--- src/rtl/trace_pkg.sv ---
// Shared definitions for the commit trace transmitter: frame layout, FSM states, FIFO entry.
// No logic of its own; frame_byte() is a pure mux used by the serialiser.
// Frames are 6 bytes: sync, destination register, then write data MSB first.
package trace_pkg;

    localparam logic [7:0] FRAME_SYNC  = 8'hA5;
    localparam int         FRAME_BYTES = 6;

    typedef enum logic [2:0] {
        IDLE,
        START,
        DATA,
        PARITY,
        STOP
    } tx_state_t;

    typedef struct packed {
        logic [4:0]  rd;
        logic [31:0] wdata;
    } entry_t;

    function automatic logic [7:0] frame_byte(input entry_t e, input logic [2:0] idx);
        case (idx)
            3'd0:    frame_byte = FRAME_SYNC;
            3'd1:    frame_byte = {3'b000, e.rd};
            3'd2:    frame_byte = e.wdata[31:24];
            3'd3:    frame_byte = e.wdata[23:16];
            3'd4:    frame_byte = e.wdata[15:8];
            default: frame_byte = e.wdata[7:0];
        endcase
    endfunction

endpackage

--- src/rtl/trace_fifo.sv ---
// Generic synchronous FIFO with registered read data (rdata updates on the pop edge).
// Latency: push visible as non-empty one cycle later; popped word valid the cycle after pop.
// Backpressure: push while full is ignored unless a pop happens in the same cycle.
module trace_fifo #(
    parameter int WIDTH = 37,
    parameter int DEPTH = 8
) (
    input  logic             clk,
    input  logic             reset,
    input  logic             push,
    input  logic [WIDTH-1:0] wdata,
    input  logic             pop,
    output logic [WIDTH-1:0] rdata,
    output logic             full,
    output logic             empty
);

    localparam int AW = (DEPTH > 1) ? $clog2(DEPTH) : 1;

    logic [WIDTH-1:0] mem [DEPTH];
    logic [AW-1:0]    wr_ptr;
    logic [AW-1:0]    rd_ptr;
    logic [AW:0]      count;
    logic             do_push;
    logic             do_pop;

    assign full    = (count == (AW+1)'(DEPTH));
    assign empty   = (count == '0);
    assign do_pop  = pop && !empty;
    assign do_push = push && (!full || do_pop);

    always_ff @(posedge clk) begin
        if (do_push) begin
            mem[wr_ptr] <= wdata;
        end
    end

    always_ff @(posedge clk) begin
        if (reset) begin
            wr_ptr <= '0;
            rd_ptr <= '0;
            count  <= '0;
            rdata  <= '0;
        end else begin
            if (do_push) begin
                wr_ptr <= wr_ptr + 1'b1;
            end
            if (do_pop) begin
                rd_ptr <= rd_ptr + 1'b1;
                rdata  <= mem[rd_ptr];
            end
            case ({do_push, do_pop})
                2'b10:   count <= count + 1'b1;
                2'b01:   count <= count - 1'b1;
                default: count <= count;
            endcase
        end
    end

endmodule

--- src/rtl/commit_trace_tx.sv ---
// Streams register write-back commits out of a UART as 6-byte frames; TRACE_PARITY_EN adds even parity.
// Latency: start bit begins 2 cycles after a commit into an idle, empty transmitter.
// Backpressure: none upstream; commits arriving to a full FIFO are dropped and flag overflow.
module commit_trace_tx
    import trace_pkg::*;
#(
    parameter int CLKS_PER_BIT = 868,
    parameter int FIFO_DEPTH   = 8
) (
    input  logic        clk,
    input  logic        reset,
    input  logic        wb_reg_write,
    input  logic [4:0]  wb_rd,
    input  logic [31:0] wb_wdata,
    output logic        uart_tx,
    output logic        busy,
    output logic        fifo_full,
    output logic        overflow
);

    localparam logic [15:0] TICK_MAX  = 16'(CLKS_PER_BIT - 1);
    localparam logic [2:0]  LAST_BYTE = 3'(FRAME_BYTES - 1);

    tx_state_t   state;
    logic [15:0] clk_cnt;
    logic [2:0]  bit_idx;
    logic [2:0]  byte_idx;
    logic        tx_active;
    logic        tick;
    logic        capture;
    logic        pop;
    logic        fifo_empty;
    logic        line_bit;
    logic [7:0]  cur_byte;
    entry_t      wr_entry;
    entry_t      rd_entry;

    assign capture  = wb_reg_write && (wb_rd != 5'd0);
    assign wr_entry = '{rd: wb_rd, wdata: wb_wdata};
    assign tick     = (clk_cnt == TICK_MAX);
    assign pop      = !fifo_empty &&
                      ((state == IDLE) || (state == STOP && tick && byte_idx == LAST_BYTE));
    assign cur_byte = frame_byte(rd_entry, byte_idx);
    assign busy     = tx_active || (state != IDLE) || !fifo_empty;

    trace_fifo #(
        .WIDTH ($bits(entry_t)),
        .DEPTH (FIFO_DEPTH)
    ) u_fifo (
        .clk   (clk),
        .reset (reset),
        .push  (capture),
        .wdata (wr_entry),
        .pop   (pop),
        .rdata (rd_entry),
        .full  (fifo_full),
        .empty (fifo_empty)
    );

    always_ff @(posedge clk) begin
        if (reset) begin
            overflow <= 1'b0;
        end else if (capture && fifo_full && !pop) begin
            overflow <= 1'b1;
        end
    end

    always_comb begin
        line_bit = 1'b1;
        case (state)
            START:   line_bit = 1'b0;
            DATA:    line_bit = cur_byte[bit_idx];
            PARITY:  line_bit = ^cur_byte;
            default: line_bit = 1'b1;
        endcase
    end

    // The line register trails the state by one cycle, so every bit keeps its full width
    // and the pop edge doubles as the setup cycle for the popped entry.
    always_ff @(posedge clk) begin
        if (reset) begin
            state     <= IDLE;
            clk_cnt   <= '0;
            bit_idx   <= '0;
            byte_idx  <= '0;
            uart_tx   <= 1'b1;
            tx_active <= 1'b0;
        end else begin
            uart_tx   <= line_bit;
            tx_active <= (state != IDLE);
            if (state == IDLE || tick) begin
                clk_cnt <= '0;
            end else begin
                clk_cnt <= clk_cnt + 1'b1;
            end
            case (state)
                IDLE: begin
                    if (!fifo_empty) begin
                        state    <= START;
                        byte_idx <= '0;
                    end
                end
                START: begin
                    if (tick) begin
                        state   <= DATA;
                        bit_idx <= '0;
                    end
                end
                DATA: begin
                    if (tick) begin
                        if (bit_idx == 3'd7) begin
`ifdef TRACE_PARITY_EN
                            state <= PARITY;
`else
                            state <= STOP;
`endif
                        end else begin
                            bit_idx <= bit_idx + 1'b1;
                        end
                    end
                end
                PARITY: begin
                    if (tick) begin
                        state <= STOP;
                    end
                end
                STOP: begin
                    if (tick) begin
                        if (byte_idx != LAST_BYTE) begin
                            byte_idx <= byte_idx + 1'b1;
                            state    <= START;
                        end else if (!fifo_empty) begin
                            byte_idx <= '0;
                            state    <= START;
                        end else begin
                            state <= IDLE;
                        end
                    end
                end
                default: state <= IDLE;
            endcase
        end
    end

endmodule
--- config.mk ---
export PLATFORM = sky130hd
export DESIGN_NAME = commit_trace_tx
export DESIGN_NICKNAME = d
export VERILOG_FILES = /design/src/rtl/trace_pkg.sv /design/src/rtl/trace_fifo.sv /design/src/rtl/commit_trace_tx.sv
export SDC_FILE = /design/constraint.sdc
export NUM_CORES = 1
export LEC_CHECK = 0
export CAP_MARGIN = 30
export CORE_MARGIN = 1
export CORE_UTILIZATION = 25
export CTS_BUF_LIST = sky130_fd_sc_hd__clkbuf_8 sky130_fd_sc_hd__clkbuf_16
export DETAILED_ROUTE_END_ITERATION = 7
export PLACE_DENSITY = 0.49
export SLEW_MARGIN = 5
export SYNTH_ARGS = -nofsm -noshare
export SYNTH_HDL_FRONTEND = slang
export SYNTH_HIERARCHICAL = 1
export SYNTH_SLANG_ARGS = --single-unit
export TNS_END_PERCENT = 30
--- constraint.sdc ---
create_clock -name clk -period 7.65 [get_ports clk]
set_clock_uncertainty 0.15 [all_clocks]
set_input_delay 2.295 -clock clk [delete_from_list [all_inputs] [get_ports clk]]
set_output_delay 2.295 -clock clk [all_outputs]
set_load 0.05 [all_outputs]
Word level (Yosys, flattened, before mapping)
Memories as Yosys holds them, arrays and structs flattened. A register that Yosys moved wholly into a read port is not among the register bits.
Index checks and enable logic that the tools add are counted.
{"block": "classes", "addsub": 7, "mul": 0, "div": 0, "order_cmp": 1, "eq_ne": 22, "n_shift": 0, "n_mux": 24, "bitwise_logic": 0, "reduce_logical": 29}
{"operator": "8-bit case mux with 5 select lines", "count": 1}
{"operator": "3-bit two-way mux", "count": 12}
{"operator": "16-bit by 1-bit adder with 16-bit output (second input constant)", "count": 1}
{"operator": "16-bit by 10-bit equality test with 1-bit output (second input constant)", "count": 1}
{"operator": "3-bit case mux with 5 select lines", "count": 1}
{"operator": "2-bit != test (second input constant)", "count": 7}
{"operator": "3-bit by 1-bit adder with 3-bit output (second input constant)", "count": 4}
{"operator": "3-bit by 2-bit equality test with 1-bit output (second input constant)", "count": 4}
{"operator": "3-bit equality test (second input constant)", "count": 4}
{"operator": "3-bit case mux with 2 select lines", "count": 2}
{"operator": "1-bit logical AND", "count": 8}
{"operator": "4-bit case mux with 2 select lines", "count": 1}
{"operator": "8-bit XOR reduction", "count": 1}
{"operator": "3-bit by 1-bit equality test with 1-bit output (second input constant)", "count": 2}
{"operator": "3-bit logical NOT", "count": 2}
{"operator": "6-bit AND reduction", "count": 1}
{"operator": "2-bit nonzero test", "count": 3}
{"operator": "1-bit logical OR", "count": 5}
{"operator": "1-bit two-way mux", "count": 5}
{"operator": "5-bit nonzero test", "count": 1}
{"operator": "4-bit by 1-bit adder with 4-bit output (second input constant)", "count": 1}
{"operator": "4-bit equality test (second input constant)", "count": 1}
{"operator": "4-bit logical NOT", "count": 1}
{"operator": "3-bit by 4-bit less-than comparator with 1-bit output (second input constant)", "count": 1}
{"operator": "other kinds (11)", "count": 13}
{"block": "word_totals", "ff_bits": 38, "latch_bits": 0, "ramBits": 296, "mem_bits_ro": 0, "inputBits": 40, "output_inout_bits": 4, "elab_cells": 94, "memories": 1}
{"name": "u_fifo.mem", "depth": 8, "width": 37, "rd": 1, "rd_clocked_by_memory_dff": 1, "wr": 1, "line_no": "trace_fifo.sv:20", "text": "logic [WIDTH-1:0] mem [DEPTH];"}

Depth between registers and ports, before layout
Gate-level depths: netlist (run 1).
{"block": "logic_depth", "depth_word": 10, "mapped_depth": 15, "mapped_depth_nobuf": 14}

Modules after synthesis
The synthesis (run 1) kept the hierarchy.
{"module": "trace_fifo", "instances": 1, "cells_each": 634, "area_per_inst_um2": 12787.3, "seq_area_each_um2": 9829.4}
{"module": "commit_trace_tx", "instances": 1, "cells_each": 231, "area_per_inst_um2": 1850.5, "seq_area_each_um2": 560.5}

Least setup slack after synthesis (run 1)
Ideal clock, no wire load.
{"block": "synth_path", "path_type": "input to register", "from": "input wb_rd[3]", "to": "memory u_fifo.mem[0][0], enable pin", "setup_time_ns": 0.524, "arrival_time_ns": 6.355, "required_ns": 6.976, "setup_slack_ns": 0.621, "stages": 5, "path_buffers": 1, "cell_sequence": "or4_1 -> o21a_1 -> buf_2 -> o21ai_2 -> nor4_1"}
{"block": "synth_via", "elab_chain_cells": 5}
{"element": "start, declared", "line_no": "commit_trace_tx.sv:13", "text": "input logic [4:0] wb_rd,"}
{"element": "5-bit nonzero test", "line_no": "commit_trace_tx.sv:38", "text": "assign capture = wb_reg_write && (wb_rd != 5'd0);"}
{"element": "1-bit logical AND", "line_no": "commit_trace_tx.sv:38"}
{"element": "via capture", "line_no": "commit_trace_tx.sv:30", "text": "logic capture;"}
{"element": "1-bit logical AND", "line_no": "trace_fifo.sv:30", "text": "assign do_push = push && (!full || do_pop);"}
{"element": "1-bit two-way mux", "line_no": "trace_fifo.sv:33", "text": "if (do_push) begin"}
{"element": "1-bit two-way mux (implied by the code)", "line_no": "trace_fifo.sv:34", "text": "mem[wr_ptr] <= wdata;"}
{"element": "end, declared", "line_no": "trace_fifo.sv:20"}
The timed path passes the listed nets, and every way through them passes these cells.

Worst setup path after layout (run 1)
{"block": "layout_path", "from": "input wb_rd[3]", "to": "memory u_fifo.mem[5][25], enable pin"}
The elaborated chain is that of the path after synthesis.

==> flow_summary.json, run 1 <==
{
  "power.total_uw": 5470,
  "required_ns": 7.74,
  "ant_nets": 0,
  "placed_cells": 1643,
  "synth_ff_type": "edfxtp_1",
  "post-route-min-period_ns": 5.14,
  "switching_power_uw": 1520,
  "cts.sinks": 371,
  "dr.pass1.iters": 4,
  "max_slew.worst_pin.slew_ns": 0.823,
  "combinationalPowerShare_pct": 18.3,
  "ys_types": 62,
  "chipHeight_um": 244,
  "pin_count": 44,
  "syn_inst": 865,
  "layout-area-overhead-vs-synth_pct": 18.7,
  "nNetsFinal": 976,
  "whs_ns": 0.308,
  "end_kind": "register",
  "async_reset_ff_share_pct": 0,
  "critPathArrivalTime_ns": 5.22,
  "grt_pass1_wl_um": 50300,
  "p_leak_uw": 0.00548,
  "r2r_cells": 11,
  "final_cells": 1721,
  "antenna_found_initial": 2,
  "synth_edf_count": 296,
  "cts_tree": "done",
  "fin_tns_setup_ns": 0,
  "peakVddDrop_mv": 0.170,
  "power.density_mw_per_mm2": 315,
  "vias": 7701,
  "fin_crit_sh_pct": 67.1,
  "cp_max_fo": 21,
  "drc": 0,
  "post_cts_buffers": 0,
  "seqPwrFrac_pct": 45.8,
  "core_mm2": 0.0578,
  "whs_path_depth": 1,
  "netSwitchingFraction_pct": 27.8,
  "drive_above_1_share_pct": 18.7,
  "fill_cells": 5685,
  "drtIter0Drc": 524,
  "viasPerCell": 4.47,
  "netlist_top_cells_count": "edfxtp_1 (296), nor2_1 (82), dfxtp_1 (75), mux4_2 (75), o21ai_0 (46)",
  "rsz0062_at_grt": "false",
  "gr-usage-all-layers_pct": 11.1,
  "dp_hpwl_um": 19200,
  "cts_buffers": 41,
  "clkPwrFrac_pct": 35.9,
  "rows": 88,
  "outcome": "finished clean",
  "wl_per_cell_um": 19.0,
  "wl_um": 32600,
  "multi_input_area_mm2": 0.00392,
  "diodes": 0,
  "gr-total-overflow": 0,
  "synth_top_area_share_pct": 60.7,
  "synth_warnings": 6,
  "cts_buffer_depth": 3,
  "grt_pass1_vias": 7835,
  "syn-num-nets": 918,
  "maxCapViolations": 0,
  "h-tree-depth": 2,
  "fmax_mhz": 195,
  "io_buffer_count": 43,
  "start_util_pct": 25.3,
  "hold_buffers": 0,
  "dieArea_mm2": 0.0595,
  "critical_path_class": "primary input to register",
  "ys_ff_latch": 371,
  "cts-root-buf": "clkbuf_16",
  "hold_viol": 0,
  "hp-class": "register to register",
  "synth.avg_cell_area_um2": 16.9,
  "die_w_um": 244,
  "yosysSeqAreaShare_pct": 71.0,
  "setup_viol": 0,
  "gp_congestion": 0.727,
  "slew-limit-headroom_pct": 45.1,
  "p_int_uw": 3950,
  "synth_area_leaders": "edfxtp_1 (61%), mux4_2 (12%), dfxtp_1 (10%), nor2_1 (2.1%), o22ai_1 (1.6%)",
  "synth_area_leader_cell": "edfxtp_1",
  "regArea_mm2": 0.0104,
  "grt_max_degree": 44,
  "cts_resized": 0,
  "critPathLaunchType": "primary input",
  "insertion_delay_ns": 0.56,
  "clkTransAtPathRegs_ns": 0.06,
  "slew_violations": 0,
  "netlist_area_mm2": 0.0146,
  "synth.most_common_cell": "edfxtp_1"
}
[worst paths after layout]
path,start,end,slack (ns)
min reg2reg,clk_cnt[0]$_SDFF_PP0_,clk_cnt[0]$_SDFF_PP0_,0.31
max,wb_rd[3],u_fifo/mem[5][25]$_DFFE_PP_,2.51
max reg2reg,clk_cnt[0]$_SDFF_PP0_,u_fifo/mem[5][25]$_DFFE_PP_,3.56
min,clk_cnt[0]$_SDFF_PP0_,clk_cnt[0]$_SDFF_PP0_,0.31
[registers in the layout (all words and copies together) (netlist names), 3 cells and up]
signal	count
bit_idx	3
byte_idx	3
clk_cnt	16
state	3
u_fifo/count	4
u_fifo/mem	296
u_fifo/rd_ptr	3
u_fifo/rdata	37
u_fifo/wr_ptr	3
[cell type report]
cell class,instances,share of cell area (%)
Clock buffer,46,6.43
Sequential cell,371,59.9
Tap cell,765,5.51
Inverter,19,0.411
Clock inverter,30,1.44
Timing Repair Buffer,62,3.75
Multi-Input combinational cell,428,22.6
[stage by stage]
stage | area, um2 | setup WS (ns) | utilization, %
floorplan | 14600 | 0.621 | -
global placement | 15900 | 1.89 | 27.5
detailed placement | 15900 | 1.82 | 27.6
CTS | 17300 | 2.38 | 30.0
global route | 17400 | 2.32 | 30.0
finish | 17400 | 2.51 | 30.0
[power groups by stage]
| stage | combinational, uW | sequential [uW] | clock [uW] |
|---|---|---|---|
| finish | 1000 | 2500 | 1970 |
| global route | 1100 | 2530 | 2100 |
| CTS | 1030 | 2510 | 2030 |
| detailed placement | 1020 | 2550 | 0 |
| global placement | 1020 | 2550 | 0 |
| floorplan | 843 | 2460 | 0 |
[per-layer routing]
metal / share of wire (%) / up-vias / global-route usage (%) / routed length (um)
met3: 4.9 / 39 / 2.59 / 1580
met1: 47 / 3964 / 15.7 / 15400
met2: 46 / 144 / 16.8 / 15000
met4: 1.9 / 2 / 3.13 / 622
met5: 0.028 / - / 0 / 9
li1: - / 3552 / - / -
[worst max-delay path, cell delays in order]
cell and delay (ns):
clkdlybuf4s50_1 0.66, or4_1 0.25, o21a_1 0.41, o211ai_1 0.41
nor2_4 0.76, buf_4 0.41
[cells in the final DEF, fill, tap and decap left out, types with 4 or more instances in the layout]
cell / count
mux2i_1: 6
clkinv_1: 7
inv_1: 25
nand4_1: 9
a221oi_1: 4
nor3_1: 5
and3_1: 4
a31oi_1: 4
xnor2_1: 14
nand2_1: 19
or3_1: 7
clkdlybuf4s50_1: 43
clkbuf_16: 44
xor2_1: 10
dfxtp_1: 73
edfxtp_1: 296
o22ai_1: 37
mux4_2: 75
nor3_2: 4
nor4_1: 4
nand3_1: 10
ha_1: 12
buf_4: 15
nand2b_1: 6
o21ai_0: 46
nor2_1: 79
clkinv_2: 7
a21oi_1: 21
o211ai_1: 4
[logic make-up (layout without fill, tap and decap cells)]
kind of cell	after synthesis	after routing	share of synthesized area [%]
AOI/OAI and AO/OA	144	144	6.29
xor gates and xnor gates	25	25	1.55
adders and majority gates	13	13	1.16
buffers and inverters	66	157	2.55
DFF	371	371	71.0
muxes	83	83	12.2
and+or+nand+nor	163	163	5.29
Note: power is estimated with default switching activity, not from simulation.
==> run 2, diff against run 1 <==
--- a/config.mk
+++ b/config.mk
@@ -10,7 +10,7 @@
 export CORE_UTILIZATION = 25
 export CTS_BUF_LIST = sky130_fd_sc_hd__clkbuf_8 sky130_fd_sc_hd__clkbuf_16
 export DETAILED_ROUTE_END_ITERATION = 7
-export PLACE_DENSITY = 0.49
+export PLACE_DENSITY = 0.51
 export SLEW_MARGIN = 5
 export SYNTH_ARGS = -nofsm -noshare
 export SYNTH_HDL_FRONTEND = slang
==> constraint.sdc (replaced) <==
create_clock -name clk -period 4.3 [get_ports clk]
set_clock_uncertainty 0.15 [all_clocks]
set_input_delay 1.29 -clock clk [delete_from_list [all_inputs] [get_ports clk]]
set_output_delay 1.29 -clock clk [all_outputs]
set_load 0.05 [all_outputs]
==> run 2 against run 1 <==
Worst hold slack improved by 0.0093 ns. Cell count increased by 0.23%. Via count increased by 1.0%. Setup slack got worse by 2.3 ns. Critical path type is now register to output pin. Largest power group unchanged.
==> flow_summary.json, run 2 (synthesis gave the netlist of run 1 again) <==
{
  "slew-limit-headroom_pct": 43.8,
  "cts-root-buf": "clkbuf_16",
  "dieArea_mm2": 0.0595,
  "grt_pass1_wl_um": 49600,
  "critPathLaunchType": "register",
  "cts_buffer_depth": 3,
  "reg_top3": "u_fifo/mem: 296 flops, u_fifo/rdata: 37 flops, clk_cnt: 16 flops",
  "most-common-layout-cells": "edfxtp_1 (296), nor2_1 (79), mux4_2 (75), dfxtp_1 (73), o21ai_0 (46)",
  "largest_reg_flops": 296,
  "outcome": "finished clean",
  "dr.pass1.iters": 5,
  "fin_tns_setup_ns": 0,
  "cts.sinks": 371,
  "vias": 7779,
  "rows": 88,
  "cts_tree": "done",
  "cts_resized": 0,
  "ant_nets": 0,
  "start_util_pct": 25.3,
  "gr-total-overflow": 0,
  "die_w_um": 244,
  "layout-area-overhead-vs-synth_pct": 19.1,
  "insertion_delay_ns": 0.56,
  "post_cts_buffers": 0,
  "critical_path_class": "register to output pin",
  "drc": 0,
  "top_register": "u_fifo/mem",
  "hold_buffers": 0,
  "layout_setup_ws_ns": 0.239,
  "multi_input_area_mm2": 0.00393,
  "fmax_mhz": 246,
  "required_ns": 2.86,
  "dp_hpwl_um": 18900,
  "antenna_found_initial": 0,
  "fin_crit_sh_pct": 94.4,
  "peakVddDrop_mv": 0.331,
  "gr-usage-all-layers_pct": 11.0,
  "io_buffer_count": 43,
  "viasPerCell": 4.51,
  "slew_violations": 0,
  "h-tree-depth": 2,
  "fin_util_pct": 30.2,
  "wl_um": 32600,
  "power.density_mw_per_mm2": 566,
  "wl_per_cell_um": 18.9,
  "max_slew.worst_pin.slew_ns": 0.843,
  "diodes": 0,
  "clkTransAtPathRegs_ns": 0.06,
  "p_leak_uw": 0.00552,
  "setup_viol": 0,
  "final_cells": 1725,
  "rsz0062_at_grt": "false",
  "layout_commonest_cell": "edfxtp_1",
  "drive_above_1_share_pct": 18.9,
  "post-route-min-period_ns": 4.06,
  "fill_cells": 5621,
  "grt_max_degree": 41,
  "pre_cts_ws_ns": 0.162,
  "nNetsFinal": 981,
  "grt_pass1_vias": 8013,
  "gp_congestion": 0.779,
  "regArea_mm2": 0.0104,
  "maxCapViolations": 0,
  "core_mm2": 0.0578,
  "hp-class": "register to register",
  "end_kind": "output pin",
  "cp_max_fo": 7,
  "cts_buffers": 41,
  "pin_count": 44,
  "drtIter0Drc": 661,
  "chipHeight_um": 244,
  "placed_cells": 1650,
  "critPathArrivalTime_ns": 2.62,
  "hold_viol": 0
}
-- run 2: cell types whose count changed in the layout (fill, tap and decap cells not counted), moves of 2 or more --
| cell | change |
|---|---|
| buf_16 | -3 |
| clkbuf_16 | -2 |
| buf_4 | +2 |
| clkinvlp_4 | -3 |
| buf_12 | +7 |
| bufinv_16 | +3 |
| clkbuf_8 | -3 |
-- run 2: layout make-up --
class | instances | share of cell area [%]
clock inverter | 33 | 1.91
timing repair buffer | 67 | 4.00
multi-input combinational | 428 | 22.5
sequential | 371 | 59.6
inverter | 19 | 0.409
tap | 765 | 5.49
clock buffer | 42 | 6.03
-- run 2: worst max-delay path, stage by stage, from the launching register on --
cell	delay, ns
dfxtp_1	0.39
or3_4	0.46
nor2_1	0.33
nand3b_1	0.17
clkdlybuf4s50_1	0.73
-- run 2: path summary, 6_finish.rpt --
path	startpoint	endpoint	slack [ns]	cells past startpoint
worst max-delay path	u_fifo/count[0]$_SDFFE_PP0P_	busy	0.24	4
worst min-delay path	clk_cnt[0]$_SDFF_PP0_	clk_cnt[0]$_SDFF_PP0_	0.32	1
worst max register to register	clk_cnt[0]$_SDFF_PP0_	u_fifo/count[3]$_SDFFE_PP0P_	0.81	15
worst min register to register	clk_cnt[0]$_SDFF_PP0_	clk_cnt[0]$_SDFF_PP0_	0.32	1
-- run 2: metrics by stage --
stage,power [uW],area (um2),hold slack [ns]
global placement,6370,16100,0.296
floorplan,5870,14600,0.280
finish,9870,17400,0.317
global route,10300,17400,0.361
CTS,10000,17400,0.323
detailed placement,6400,16100,0.308
-- run 2: power breakdown --
part	leakage, uW	internal, uW	total, uW	switching, uW
clock	0.000711	2150	3580	1430
combinational	0.00151	814	1830	1020
sequential	0.00330	4190	4460	273
total	0.00552	7150	9870	2720
-- run 2: layer usage --
metal | track usage (%) | share of wire [%] | wire length (um) | vias to the layer above
met3 | 2.07 | 3.8 | 1240 | 42
li1 | - | - | - | 3563
met4 | 3.49 | 2.2 | 707 | 0
met1 | 14.9 | 46 | 15100 | 4026
met5 | 0 | 0 | 0 | -
met2 | 17.8 | 48 | 15600 | 148
